===== src/rtl/baud_tick_gen_if.sv =====
`default_nettype none
// +--------------------------------------------------------------------------+
// | Module   : baud_tick_gen_if                                              |
// | Purpose  : Configuration and tick bundle between the register/config     |
// |            side (master) and the baud engine (slave).                    |
// | Signals  : baud_rate/baud_load/enable   master -> slave                  |
// |            busy/cfg_valid/baud_err/cfg_divider/os_tick/bit_tick/phase    |
// |                                         slave -> master                  |
// | Revision : 1.0  initial release                                          |
// +--------------------------------------------------------------------------+
interface baud_tick_gen_if #(
    parameter int BAUD_W = 20,
    parameter int OS_W   = 4
);
    logic [BAUD_W-1:0] baud_rate;
    logic              baud_load;
    logic              enable;
    logic              busy;
    logic              cfg_valid;
    logic              baud_err;
    logic [31:0]       cfg_divider;
    logic              os_tick;
    logic              bit_tick;
    logic [OS_W-1:0]   phase;

    modport master (
        output baud_rate, baud_load, enable,
        input  busy, cfg_valid, baud_err, cfg_divider, os_tick, bit_tick, phase
    );

    modport slave (
        input  baud_rate, baud_load, enable,
        output busy, cfg_valid, baud_err, cfg_divider, os_tick, bit_tick, phase
    );
endinterface
`default_nettype wire


===== src/rtl/baud_tick_gen.sv =====
`default_nettype none
// +--------------------------------------------------------------------------+
// | Module   : baud_tick_gen                                                 |
// | Purpose  : Runtime-programmable baud engine. A 32-cycle restoring        |
// |            divider turns the requested baud into the legacy integer      |
// |            divider, and a phase accumulator (NCO) emits exact-average    |
// |            oversample and bit ticks.                                     |
// | Ports    : clk     - system clock                                        |
// |            resetn  - synchronous active-low reset                        |
// |            bus     - baud_tick_gen_if.slave (request in, status/ticks    |
// |                      out)                                                |
// | Revision : 1.0  initial release                                          |
// +--------------------------------------------------------------------------+
module baud_tick_gen #(
    parameter int CLK_FREQ   = 50_000_000,
    parameter int OVERSAMPLE = 16,
    parameter int BAUD_W     = 20,
    parameter int MIN_BAUD   = 300
) (
    input  wire logic        clk,
    input  wire logic        resetn,
    baud_tick_gen_if.slave   bus
);

    localparam int                  C_OS_LOG  = $clog2(OVERSAMPLE);
    localparam int                  C_ACC_W   = $clog2(CLK_FREQ) + 2;
    localparam logic [31:0]         C_CLK     = 32'(CLK_FREQ);
    localparam logic [31:0]         C_HALF    = 32'(CLK_FREQ / 2);
    localparam logic [31:0]         C_MIN     = 32'(MIN_BAUD);
    localparam logic [C_ACC_W-1:0]  C_CLK_ACC = C_ACC_W'(CLK_FREQ);
    localparam logic [C_OS_LOG-1:0] C_PH_LAST = C_OS_LOG'(OVERSAMPLE - 1);

    // Status / output registers
    logic                busy_q;
    logic                cfg_valid_q;
    logic                baud_err_q;
    logic [31:0]         cfg_div_q;
    logic                os_tick_q;
    logic                bit_tick_q;
    logic [C_OS_LOG-1:0] phase_q;

    // NCO state
    logic [C_ACC_W-1:0]  acc_q;
    logic [C_ACC_W-1:0]  step_q;

    // Divider state
    logic [31:0]         div_q;   // divisor d
    logic [31:0]         rem_q;   // partial remainder, always < d
    logic [31:0]         quo_q;   // dividend bits shift out, quotient bits shift in
    logic [4:0]          iter_q;

    // Request decode
    logic [31:0]         baud_ext;
    logic [31:0]         d_req;
    logic                req_bad;

    // Divider next state
    logic [32:0]         rem_sh;
    logic                rem_ge;
    logic [31:0]         rem_d;
    logic [31:0]         quo_d;

    // NCO next state
    logic [C_ACC_W-1:0]  acc_sum;
    logic                acc_wrap;
    logic [C_ACC_W-1:0]  acc_d;
    logic [C_OS_LOG-1:0] phase_d;

    assign baud_ext = 32'(bus.baud_rate);
    // OVERSAMPLE is a power of two; BAUD_W + log2(OVERSAMPLE) <= 32 keeps this exact.
    assign d_req    = baud_ext << C_OS_LOG;
    assign req_bad  = (baud_ext < C_MIN) || (d_req > C_HALF);

    // One restoring step: bring down the next dividend bit, subtract if it fits.
    // The 32-bit subtraction is exact because the result is always below d.
    assign rem_sh = {rem_q, quo_q[31]};
    assign rem_ge = (rem_sh >= {1'b0, div_q});
    assign rem_d  = rem_sh[31:0] - (rem_ge ? div_q : 32'd0);
    assign quo_d  = {quo_q[30:0], rem_ge};

    // acc < CLK_FREQ and step <= CLK_FREQ/2, so the sum never overflows C_ACC_W.
    assign acc_sum  = acc_q + step_q;
    assign acc_wrap = (acc_sum >= C_CLK_ACC);
    assign acc_d    = acc_wrap ? (acc_sum - C_CLK_ACC) : acc_sum;
    assign phase_d  = phase_q + C_OS_LOG'(1);

    always_ff @(posedge clk) begin
        if (!resetn) begin
            busy_q      <= 1'b0;
            cfg_valid_q <= 1'b0;
            baud_err_q  <= 1'b0;
            cfg_div_q   <= 32'hFFFF_FFFF;
            os_tick_q   <= 1'b0;
            bit_tick_q  <= 1'b0;
            phase_q     <= '0;
            acc_q       <= '0;
            step_q      <= '0;
            div_q       <= '0;
            rem_q       <= '0;
            quo_q       <= '0;
            iter_q      <= '0;
        end else begin
            // Ticks are single-cycle pulses unless re-asserted below.
            os_tick_q  <= 1'b0;
            bit_tick_q <= 1'b0;

            if (busy_q) begin
                rem_q  <= rem_d;
                quo_q  <= quo_d;
                iter_q <= iter_q + 5'd1;
                if (iter_q == 5'd31) begin
                    // Final quotient bit lands here; publish everything together.
                    busy_q      <= 1'b0;
                    cfg_valid_q <= 1'b1;
                    cfg_div_q   <= quo_d - 32'd1;
                    step_q      <= C_ACC_W'(div_q);
                    acc_q       <= '0;
                    phase_q     <= '0;
                end
            end else if (bus.baud_load) begin
                if (req_bad) begin
                    baud_err_q  <= 1'b1;
                    cfg_valid_q <= 1'b0;
                    cfg_div_q   <= 32'hFFFF_FFFF;
                    step_q      <= '0;
                    acc_q       <= '0;
                    phase_q     <= '0;
                end else begin
                    busy_q      <= 1'b1;
                    cfg_valid_q <= 1'b0;
                    baud_err_q  <= 1'b0;
                    div_q       <= d_req;
                    rem_q       <= '0;
                    quo_q       <= C_CLK;
                    iter_q      <= '0;
                end
            end else if (bus.enable && cfg_valid_q) begin
                acc_q <= acc_d;
                if (acc_wrap) begin
                    os_tick_q  <= 1'b1;
                    // Bit tick coincides with the tick that brings phase to its last value.
                    bit_tick_q <= (phase_d == C_PH_LAST);
                    phase_q    <= phase_d;
                end
            end
        end
    end

    assign bus.busy        = busy_q;
    assign bus.cfg_valid   = cfg_valid_q;
    assign bus.baud_err    = baud_err_q;
    assign bus.cfg_divider = cfg_div_q;
    assign bus.os_tick     = os_tick_q;
    assign bus.bit_tick    = bit_tick_q;
    assign bus.phase       = phase_q;

endmodule
`default_nettype wire


===== src/flat_wrapper.sv =====
// flat-port wrapper written by rule: the top's interface ports become plain ports
module baud_tick_gen_flat 
#(
    parameter int CLK_FREQ   = 50_000_000,
    parameter int OVERSAMPLE = 16,
    parameter int BAUD_W     = 20,
    parameter int MIN_BAUD   = 300
)
  (clk, resetn, bus_baud_rate, bus_baud_load, bus_enable, bus_busy, bus_cfg_valid, bus_baud_err, bus_cfg_divider, bus_os_tick, bus_bit_tick, bus_phase);
  baud_tick_gen_if #(.BAUD_W(BAUD_W), .OS_W(4)) bus_i ();
  input  wire logic clk;
  input  wire logic resetn;
  input wire logic [$bits(bus_i.baud_rate)-1:0] bus_baud_rate;
  input wire logic [$bits(bus_i.baud_load)-1:0] bus_baud_load;
  input wire logic [$bits(bus_i.enable)-1:0] bus_enable;
  output wire logic [$bits(bus_i.busy)-1:0] bus_busy;
  output wire logic [$bits(bus_i.cfg_valid)-1:0] bus_cfg_valid;
  output wire logic [$bits(bus_i.baud_err)-1:0] bus_baud_err;
  output wire logic [$bits(bus_i.cfg_divider)-1:0] bus_cfg_divider;
  output wire logic [$bits(bus_i.os_tick)-1:0] bus_os_tick;
  output wire logic [$bits(bus_i.bit_tick)-1:0] bus_bit_tick;
  output wire logic [$bits(bus_i.phase)-1:0] bus_phase;
  assign bus_i.baud_rate = bus_baud_rate;
  assign bus_i.baud_load = bus_baud_load;
  assign bus_i.enable = bus_enable;
  assign bus_busy = bus_i.busy;
  assign bus_cfg_valid = bus_i.cfg_valid;
  assign bus_baud_err = bus_i.baud_err;
  assign bus_cfg_divider = bus_i.cfg_divider;
  assign bus_os_tick = bus_i.os_tick;
  assign bus_bit_tick = bus_i.bit_tick;
  assign bus_phase = bus_i.phase;
  baud_tick_gen #(.CLK_FREQ(CLK_FREQ), .OVERSAMPLE(OVERSAMPLE), .BAUD_W(BAUD_W), .MIN_BAUD(MIN_BAUD)) u_core (.clk(clk), .resetn(resetn), .bus(bus_i));
endmodule

===== config.mk =====
export PLATFORM = sky130hd
export DESIGN_NAME = baud_tick_gen_flat
export DESIGN_NICKNAME = d
export VERILOG_FILES = /design/src/rtl/baud_tick_gen_if.sv /design/src/rtl/baud_tick_gen.sv /design/src/flat_wrapper.sv
export SDC_FILE = /design/constraint.sdc
export NUM_CORES = 1
export LEC_CHECK = 0
export BUFFER_PORTS_ARGS = -buffer_cell sky130_fd_sc_hd__buf_2
export CORE_UTILIZATION = 40
export CTS_BUF_LIST = sky130_fd_sc_hd__clkbuf_2 sky130_fd_sc_hd__clkbuf_4 sky130_fd_sc_hd__clkbuf_8
export CTS_CLUSTER_SIZE = 25
export DETAILED_ROUTE_END_ITERATION = 8
export PLACE_DENSITY = 0.67
export SYNTH_ARGS = -nofsm -noshare
export SYNTH_HDL_FRONTEND = slang
export SYNTH_SLANG_ARGS = --single-unit

===== constraint.sdc =====
create_clock -name clk -period 5.4 [get_ports clk]
set_input_delay 0.54 -clock clk [delete_from_list [all_inputs] [get_ports clk]]
set_output_delay 0.54 -clock clk [all_outputs]
set_load 0.03 [all_outputs]

### Word level (Yosys, flattened, before mapping)

Index checks and enable logic that the tools add are counted.

* bitwise operators: 5
* reduce and logical (&&, ||, !) cells: 15
* multiplexer cells: 38
* $add $sub $neg: 6
* magnitude comparators: 4
* equality and inequality tests: 5

Operators by type and width (number)
* $mux W32: 10
* $mux W28: 9
* $ge A33 B24 Y1: 1
* $sub A32 B1 Y32 const B: 1
* $sub A32 B32 Y32: 1
* $add A28 B28 Y28: 1
* $ge A28 B26 Y1 const B: 1
* $sub A28 B26 Y28 const B: 1
* $gt A24 B25 Y1 const B: 1
* $mux W24: 1
* $mux W4: 6
* $lt A20 B9 Y1 const B: 1
* $mux W5: 3
* $mux W1: 9
* $reduce_and A3 Y1: 3
* $reduce_and A2 Y1: 3
* $reduce_bool A3 Y1: 2
* $add A5 B1 Y5 const B: 1
* $eq A5 B5 Y1 const B: 1
* $not A1 Y1: 5
* $reduce_or A5 Y1: 1
* $add A4 B1 Y4 const B: 1
* $eq A4 B4 Y1 const B: 1
* $reduce_and A4 Y1: 1
* other kinds (7): 8

* register bits after elaboration: 186
* word-level logic and storage cells: 86
* output and inout port bits: 41
* input port bits: 24

### Depth between registers and ports, before layout

Gate-level depths: netlist (run 1).

* depth after elaboration: 6
* gate-level depth with buffers: 24
* gate-level depth less buffers: 24

### Worst setup path after synthesis (run 1)

No wires, ideal clock.

* path kind: register -> register
* from: reg u_core.div_q[6]
* to: reg u_core.rem_q[27]
* period minus slack after synthesis: 4.900 ns
* stages on the path, launching flop included: 22
* buffers on the path: 1
* slack: 0.500 ns
* library setup time: 0.129 ns
* arrival: 4.772 ns
* data required time: 5.271 ns
* cells stage by stage: dfxtp_1 inv_1 ha_1 or4b_2 nor4_1 nor3_1 o21ai_0 o21ai_1 o21ai_1 clkbuf_1 nand2_1 ha_1 nor2b_1 o21ai_0 a21boi_0 o311ai_0 a311oi_1 o21ai_0 o21ai_0 nor4_1 xnor2_1 o21ai_0

* word-level cells in the longest chain between the ends: 4

RTL lines
* from (decl): line baud_tick_gen.sv:47 `logic [31:0] div_q;`
* from (signal assigned): line baud_tick_gen.sv:132 `div_q <= d_req;`
* $ge A33 B24 Y1: line baud_tick_gen.sv:77 `assign rem_ge = (rem_sh >= {1'b0, div_q});`
* $mux W24 *: line baud_tick_gen.sv:78 `assign rem_d = rem_sh[31:0] - (rem_ge ? div_q : 32'd0);`
* $sub A32 B32 Y32 *: line baud_tick_gen.sv:78
* $mux W32 *: line baud_tick_gen.sv:107 `if (busy_q) begin`
* to (signal assigned): line baud_tick_gen.sv:108 `rem_q <= rem_d;`
* to (decl): line baud_tick_gen.sv:48 `logic [31:0] rem_q;`

Every way passes the cells marked *; elsewhere a longest branch is shown, timed or not.
A chain may end at the register's enable or synchronous reset.

### Worst setup path in the final report (run 1)

* from: reg u_core.div_q[6]
* to: reg u_core.rem_q[28]

The elaborated chain is that of the path after synthesis.

==> results of run 1 <==
-- flip-flops by register name (all words and copies together), names as in the netlist, 4 cells and up --
| register | flops |
|---|---|
| u_core.rem_q | 32 |
| u_core.iter_q | 5 |
| u_core.bus.cfg_divider | 32 |
| u_core.acc_q | 24 |
| u_core.div_q | 20 |
| u_core.step_q | 20 |
| u_core.quo_q | 32 |
| u_core.bus.phase | 4 |
-- worst max-delay path, stage by stage (launching register included) --
cell and delay [ns]:
dfxtp_1 0.41, inv_1 0.06, ha_1 0.28, or4b_2 0.60, nor4_2 0.22, nor3_1 0.07
o21ai_0 0.08, o21ai_1 0.15, o21ai_4 0.24, and2_1 0.17, ha_1 0.17, inv_1 0.06
fa_1 0.40, a21o_1 0.18, a21oi_1 0.23, o21ai_0 0.20, a31oi_2 0.23, o211ai_1 0.17
a41oi_2 0.30, o21a_2 0.22, o211ai_1 0.13, xor2_1 0.17, o2bb2ai_1 0.14
-- cell families (layout without fill, tap and decap cells) --
group,Yosys count,after routing,synth area share [%]
buffers and inverters,124,162,5.02
DFF,174,174,32.9
adders and majority gates,72,72,8.66
and+or+nand+nor,437,437,19.6
xor gates and xnor gates,73,73,6.12
AOI/OAI and AO/OA,376,376,25.4
muxes,24,24,2.27
-- cell usage after synthesis (all sizes together) (7+ instances only) --
cell	number
a2bb2oi	7
a211oi	14
dfxtp	174
a22oi	58
ha	70
mux2i	24
a21o	17
a21oi	63
and2	10
o21ai	82
nand2	122
nand3	25
o22ai	12
buf	21
o31ai	10
nor3	29
inv	47
o221a	11
nand4	15
o21a	14
or3	15
nand2b	8
xnor2	43
a31oi	11
o21bai	8
nor2b	8
clkbuf	54
nor2	160
nor4	16
o211ai	16
xor2	30
and3	8
-- how the worst max path moves through the flow --
stage | from | to | slack (ns) | cells past startpoint
2_1_floorplan | u_core.div_q[6] | u_core.rem_q[27] | 0.50 | 21
3_3_place_gp | u_core.div_q[6] | u_core.rem_q[28] | 0.30 | 22
3_5_place_dp | u_core.div_q[6] | u_core.rem_q[28] | 0.14 | 22
4_1_cts | u_core.div_q[6] | u_core.rem_q[28] | 0.12 | 22
5_1_grt | u_core.div_q[6] | u_core.rem_q[27] | -0.05 | 20
6_report | u_core.div_q[6] | u_core.rem_q[28] | 0.45 | 22
-- cell usage in the layout, fill, tap and decap left out, types with 42 or more instances in the layout --
| master | netlist | final |
|---|---|---|
| nand2_1 | 121 | 121 |
| o21ai_0 | 62 | 61 |
| nor2_1 | 160 | 160 |
| dfxtp_1 | 174 | 173 |
| xnor2_1 | 42 | 42 |
| a22oi_1 | 58 | 58 |
| ha_1 | 70 | 70 |
| buf_2 | 7 | 64 |
| a21oi_1 | 60 | 59 |
| inv_1 | 47 | 47 |
-- stage by stage --
stage	area [um^2]	util, %	power (mW)
after global placement	11100	42.7	3.85
after CTS	11500	44.4	4.87
after detailed placement	11100	42.7	3.88
final	11600	44.6	4.98
after floorplan	10600	-	3.38
after global routing	11600	44.6	5.38
-- power by group through the flow --
stage / Combinational (mW) / Sequential, mW / Clock, mW
2_1_floorplan: 1.90 / 1.48 / 0
3_3_place_gp: 2.32 / 1.53 / 0
3_5_place_dp: 2.34 / 1.54 / 0
4_1_cts: 2.36 / 1.51 / 1.01
5_1_grt: 2.80 / 1.52 / 1.06
6_report: 2.49 / 1.51 / 0.981
-- timing repair --
item	CTS	global route
setup buffers	0	2
endpoints found under the setup margin	0	13
resized for setup	0	8
-- per-layer routing --
metal  vias to the layer above  share of wire [%]  global-route usage, %
met2                       222                 44                   31.2
met3                        42                4.2                   3.29
met1                      4423                 50                   29.2
met5                         -                  0                      0
met4                         0                2.4                   7.38
li1                       4688                  -                      -
-- layout make-up --
class                   count  area, um^2
well taps                 335         419
fillers                  2565       14400
flip-flops and latches    174        3480
repair buffers             81         448
clock buffers              17         234
inverters                  49         184
multi-input cells         982        6610
clock inverters            15         206
==> results.txt, run 1 <==
----------------------------------------------------
[Detailed routing]
  Routed wire length ... 27600 um
  Remaining DRCs ... 0
  Routed vias ... 9375
  Count of antenna-violating nets left after detailed routing ... 0
  First-iteration detailed-routing DRC count ... just under 900
  Number of vias per cell ... 5.67
  Pre-Repair DR Iteration Count ... 5
  Routed wirelength normalized by instance count ... 16.7 um

[Floorplan]
  Die Span X ... around 160 um
  Total core area ... 26000 um^2
  Overall die height ... 165 um
  Site row count ... 59
  Starting density of the core ... 40.7%
  Number of placed I/O pins ... 65
  Area enclosed by the die boundary ... around 27000 um^2

[Placed design]
  Setup slack at placement ... 0.138 ns
  I/O Buffers ... 64
  Final Wtd Congestion ... 0.895
  Number of placed instances, taps included ... 1619
  Detailed placement HPWL ... between 20000 and 25000 um

[Layout]
  Count of placed standard cells in the final layout, fillers left out ... ~1700
  Layout net count ... around 1400
  # diodes ... 0
  Area growth from synthesis to final layout ... 9.60%
  Fraction of final layout cells sized beyond drive strength 1 ... 12.8%

[Yosys]
  Synth Flop Type ... dfxtp_1
  Number of warning messages in the yosys log ... 0
  Number of synthesized register bits ... between 150 and 200
  Most area-hungry cell type in the Yosys netlist ... dfxtp_1
  Gate count of the mapped netlist ... 1280
  Average cell area after synthesis ... 8.26 um^2
  Fraction of post-synthesis cell area in the top cell type by area ... 32.9%
  Proportion of register bits with asynchronous set or reset after synthesis ... 0%
  Number of flops mapped to enable cells by yosys ... 0
  Unique masters post-synth ... 89
  Sequential cell area fraction in the yosys report ... 32.9%
  Area of the mapped netlist ... around 11000 um^2
  Mapped Nets ... 1376
  Top area cells in the synthesized netlist ... dfxtp_1, ha_1, nor2_1

[Critical path]
  Critical path data required time ... ~5.8 ns
  Worst setup EP type ... flop
  Worst Path Max Fanout ... 5
  Type of the setup path with the least slack ... reg2reg
  Register-to-register path setup slack ... roughly 0.45 ns
  Startpoint of the worst-slack reg-to-reg timing path ... u_core.div_q[6]
  Worst Path Arrival ... 5.37 ns
  Setup crit start kind ... flop
  Number of cells on the worst reg-to-reg path ... 22
  Endpoint of the most critical register-to-register path ... u_core.rem_q[28]

[Global route]
  Wire length of the first global-routing pass ... 44300 um
  Largest net degree at the start of global routing ... between 80 and 90
  Antenna violations before repair ... 0
  Via count of the first global-routing pass ... 8520
  All-Layer GR Usage ... 20.6%
  Final global-route overflow total ... 0

[Clocking]
  Max clock buf depth ... 2
  Clock transition time at the flip-flop clock pins of the worst setup and hold paths ... 0.12 ns
  Clock sinks ... 174
  Number of hold buffers added after CTS ... 0
  Clock tree from TritonCTS ... done
  Clock latency on the worst-skew pair ... 0.49 ns
  Max H-tree Level ... 4
  Cts bufs inserted ... 17
  Clock tree root driver cell ... clkbuf_8

[Timing]
  Crit path time final ... 4.95 ns
  Final setup TNS ... 0 ns
  Hold Fails Final Rpt ... 0
  Least-Margin Pin Slew ... 1.03 ns
  Fin worst setup slack ... 0.453 ns
  Final clock skew ... around 0.026 ns
  Max-slew violation count ... 0
  Fmax achieved ... 202 MHz
  Period utilization ... 91.6%
  Worst slew margin relative to its limit ... 31.2%
  Minimum hold slack ... 0.299 ns
  Endpoints failing setup ... 0

[Power and ir drop]
  Worst-case vdd ir drop ... roughly 0.24 mV
  Switching power share of the total ... between 40% and 50%
  Flop pwr share ... 30.3%
  Internal power summed over all cells ... roughly 2.8 mW
  Total leakage power ... 4.46 nW
  Part of the total power dissipated in combinational logic ... 50.0%
  Power density cells ... 429 nW/um^2
  Fraction of power consumed by the clock network ... 19.7%
  Power spent charging and discharging nets ... 2.14 mW

[Run]
  Number of violations of the max-capacitance limit ... 0

[Min path]
  WHS Path Cells ... 3
  Min-delay src ... bus_baud_rate[0]
  Worst Hold Endpoint ... u_core.div_q[4]
  Path class of the lowest-slack min-delay path ... in2reg

[Status]
  Result of the run ... finished clean

----------------------------------------------------
(Power assumes the default switching activity.)
==> inputs of run 2 (changes only) <==
--- a/config.mk
+++ b/config.mk
@@ -8,2 +8,3 @@
 export BUFFER_PORTS_ARGS = -buffer_cell sky130_fd_sc_hd__buf_2
+export CORE_MARGIN = 4
 export CORE_UTILIZATION = 40
==> constraint.sdc (replaced) <==
create_clock -name clk -period 5.4 [get_ports clk]
set_input_delay 1.08 -clock clk [delete_from_list [all_inputs] [get_ports clk]]
set_output_delay 1.08 -clock clk [all_outputs]
set_load 0.03 [all_outputs]
==> run 2 against run 1 <==
  * Clock skew fell by 0.0027 ns
  * Maximum frequency is 1.4% lower
  * Setup slack worse by 0.069 ns
  * Combinational power is essentially flat
  * Wire length up 0.72%
  * Count of clock-buffer cells in the layout is the same
  * Sequential power is essentially flat
  * Critical path type unchanged
  * Largest cell class unchanged
  * Largest power group unchanged
==> results.txt, run 2 (synthesized netlist as in run 1, its figures left out) <==
----------------------------------------------------
[Floorplan]
  Number of placed I/O pins ... 65 (unchanged)
  Starting density of the core ... 40.6% (-0.12 points)
  Area enclosed by the die boundary ... 29100 um^2 (+7.4%)
  Total core area ... 26100 um^2 (+0.28%)
  Overall die height ... 171 um (+3.6%)
  Site row count ... 59 (unchanged)
  Die Span X ... 171 um (+3.6%)

[Placed design]
  Detailed placement HPWL ... 20200 um (+0.86%)
  I/O Buffers ... 64 (unchanged)
  Final Wtd Congestion ... 0.923 (+3.1%)
  Area post-placement ... 11100 um^2 (about the same)
  Setup slack at placement ... 0.230 ns (+0.0920 ns)

[Timing]
  Period utilization ... 92.9% (+1.3 points)
  Final clock skew ... 0.0235 ns (-0.00270 ns)
  Max-slew violation count ... 0 (unchanged)
  Fmax achieved ... 199 MHz (-1.4%)
  Worst slew margin relative to its limit ... 28.1% (-3.1 points)
  Least-Margin Pin Slew ... 1.07 ns (+0.0395 ns)
  Crit path time final ... 5.02 ns (+0.0692 ns)
  Endpoints failing setup ... 0 (unchanged)
  Hold Fails Final Rpt ... 0 (unchanged)
  Fin worst setup slack ... 0.384 ns (-0.0692 ns)

[Detailed routing]
  Pre-Repair DR Iteration Count ... 7 (+2)
  Number of vias per cell ... 5.78 (+1.8%)
  Routed wire length ... 27800 um (+0.72%)
  Routed vias ... 9531 (+1.7%)
  Count of antenna-violating nets left after detailed routing ... 0 (unchanged)
  Remaining DRCs ... 0 (unchanged)
  First-iteration detailed-routing DRC count ... 759 (-13%)
  Routed wirelength normalized by instance count ... 16.8 um (+0.90%)

[Layout]
  Finished layout cell area ... 11500 um^2 (-0.35%)
  Share of the core filled with cells in the final layout ... 44.3% (-0.28 points)
  Area taken by multi-input logic gates ... 6590 um^2 (-0.30%)
  Layout net count ... 1398 (-0.21%)
  Leading cell types in the layout, fill and taps excluded ... dfxtp_1, nor2_1, nand2_1
  # diodes ... 0 (unchanged)
  Area used by sequential logic in the layout ... 3480 um^2 (unchanged)
  Fraction of final layout cells sized beyond drive strength 1 ... 12.5% (-0.35 points)
  Most frequent standard cell in the layout excluding fill and tap cells ... dfxtp_1
  Area growth from synthesis to final layout ... 9.22%
  Filler cell count ... 2631 (+2.6%)

[Min path]
  Path class of the lowest-slack min-delay path ... reg2reg

[Critical path]
  Buffers plus inverters on the worst setup path ... 3 (+1)
  Endpoint of the most critical register-to-register path ... u_core.rem_q[27]
  Slowest cell on the critical path ... or4b_2
  Critical path data required time ... 5.78 ns (-0.04 ns)
  Type of the setup path with the least slack ... reg2reg
  Critical path's most frequent cell ... o21ai_0
  Register-to-register path setup slack ... 0.38 ns (-0.07 ns)
  Critical Path, Cell by Cell ... inv_1 -> ha_1 -> or4b_2 -> nor4_1 -> nor3_1 -> o21ai_0 -> o21ai_1 -> o21ai_2 -> buf_4 -> nand2_1 -> ha_1 -> nor2b_1 -> o21ai_0 -> a21boi_0 -> buf_4 -> o311ai_1 -> a311oi_1 -> o21ai_1 -> o21ai_0 -> nor4_1 -> xnor2_1 -> o21ai_0
  Critical path capture point ... u_core.rem_q[27]
  Number of cells on the worst reg-to-reg path ... 22 (unchanged)
  Startpoint of the most critical setup path ... u_core.div_q[6]
  Instance count on the critical path ... 22 (unchanged)
  Top delay family on crit path ... compound AO/OA/AOI/OAI gates
  Worst Path Arrival ... 5.39 ns (+0.02 ns)
  Setup crit start kind ... flop
  Startpoint of the worst-slack reg-to-reg timing path ... u_core.div_q[6]
  Worst setup EP type ... flop
  Worst Path Max Fanout ... 7 (+2)
  Slowest stage delay, CP ... 0.60 ns (about the same)

[Global route]
  All-Layer GR Usage ... 18.9% (-1.7 points)
  Largest net degree at the start of global routing ... 88 (unchanged)
  Global-route met2 utilization ... 29.8% (-1.4 points)
  Busiest layer in global routing ... met2
  Antenna violations before repair ... 0 (unchanged)
  Final global-route overflow total ... 0 (unchanged)
  Routing usage on met1 ... 26.6% (-2.6 points)
  Met3 track demand over resource ... 3.70% (+0.41 points)
  Via count of the first global-routing pass ... 8739 (+2.6%)
  Wire length of the first global-routing pass ... 44900 um (+1.5%)

[Clocking]
  Clock transition time at the flip-flop clock pins of the worst setup and hold paths ... 0.12 ns (about the same)
  Max H-tree Level ... 4 (unchanged)
  Post-CTS Setup Bufs ... 0 (unchanged)
  Clock tree root driver cell ... clkbuf_8
  Max clock buf depth ... 2 (unchanged)
  Clock tree from TritonCTS ... done
  Clock latency on the worst-skew pair ... 0.50 ns (about the same)
  Cts bufs inserted ... 17 (unchanged)
  Clock sinks ... 174 (unchanged)
  Number of hold buffers added after CTS ... 0 (unchanged)

[Run]
  Number of violations of the max-capacitance limit ... 0 (unchanged)

[Power and ir drop]
  Power density cells ... 428 nW/um^2 (-0.39%)
  Total leakage power ... 4.44 nW (-0.45%)
  Worst-case vdd ir drop ... 0.310 mV (+27%)
  Total design power ... 4.94 mW (-0.73%)

[Status]
  Result of the run ... finished clean

----------------------------------------------------
run 2: layout make-up:
| type | instances | area share [%] |
|---|---|---|
| Multi-Input combinational cell | 982 | 57.1 |
| Sequential cell | 174 | 30.2 |
| Timing Repair Buffer | 78 | 3.68 |
| Tap cell | 335 | 3.63 |
| Clock buffer | 17 | 2.03 |
| Clock inverter | 15 | 1.81 |
| Inverter | 49 | 1.59 |
run 2: timing repair:
action / in CTS / in global routing
endpoints found under the setup margin: 0 / 10
endpoints found under the hold margin: 0 / 0
resized for setup: 0 / 5
run 2: worst reg2reg max path: stages, from the launching register on:
cell,delay [ns]
dfxtp_1,0.39
inv_1,0.06
ha_1,0.29
or4b_2,0.60
nor4_1,0.29
nor3_1,0.07
o21ai_0,0.09
o21ai_1,0.11
o21ai_2,0.17
buf_4,0.18
nand2_1,0.10
ha_1,0.28
nor2b_1,0.13
o21ai_0,0.19
a21boi_0,0.12
buf_4,0.16
o311ai_1,0.36
a311oi_1,0.23
o21ai_1,0.32
o21ai_0,0.21
nor4_1,0.32
xnor2_1,0.16
o21ai_0,0.08
run 2: where the power goes:
group / total (mW) / internal (mW) / switching (mW) / leakage [nW]
registers: 1.50 / 1.38 / 0.114 / 1.41
logic: 2.47 / 1.06 / 1.40 / 2.81
clock network: 0.979 / 0.369 / 0.610 / 0.216
run 2: how the worst min path moves through the flow:
stage                           startpoint          endpoint  cells after the start
final                      u_core.acc_q[9]   u_core.acc_q[9]                      2
after global placement    u_core.acc_q[19]  u_core.acc_q[19]                      2
after CTS                  u_core.acc_q[9]   u_core.acc_q[9]                      2
after global routing      u_core.acc_q[15]  u_core.acc_q[15]                      2
after floorplan           u_core.rem_q[31]  u_core.rem_q[31]                      2
after detailed placement  u_core.acc_q[19]  u_core.acc_q[19]                      2
run 2: per-layer routing:
metal | vias to the layer above | wire length (um)
li1 | 4693 | -
met1 | 4493 | 13300
met2 | 316 | 12300
met3 | 29 | 1840
met4 | 0 | 416
met5 | - | 0
run 2: through the flow:
step           setup TNS [ns]  cells  hold slack (ns)
3_5_place_dp                0   1618            0.447
4_1_cts                     0   1650            0.463
2_1_floorplan               0   1280            0.420
6_report                    0   1650            0.457
3_3_place_gp                0   1618            0.438
5_1_grt               -0.0175   1650            0.472
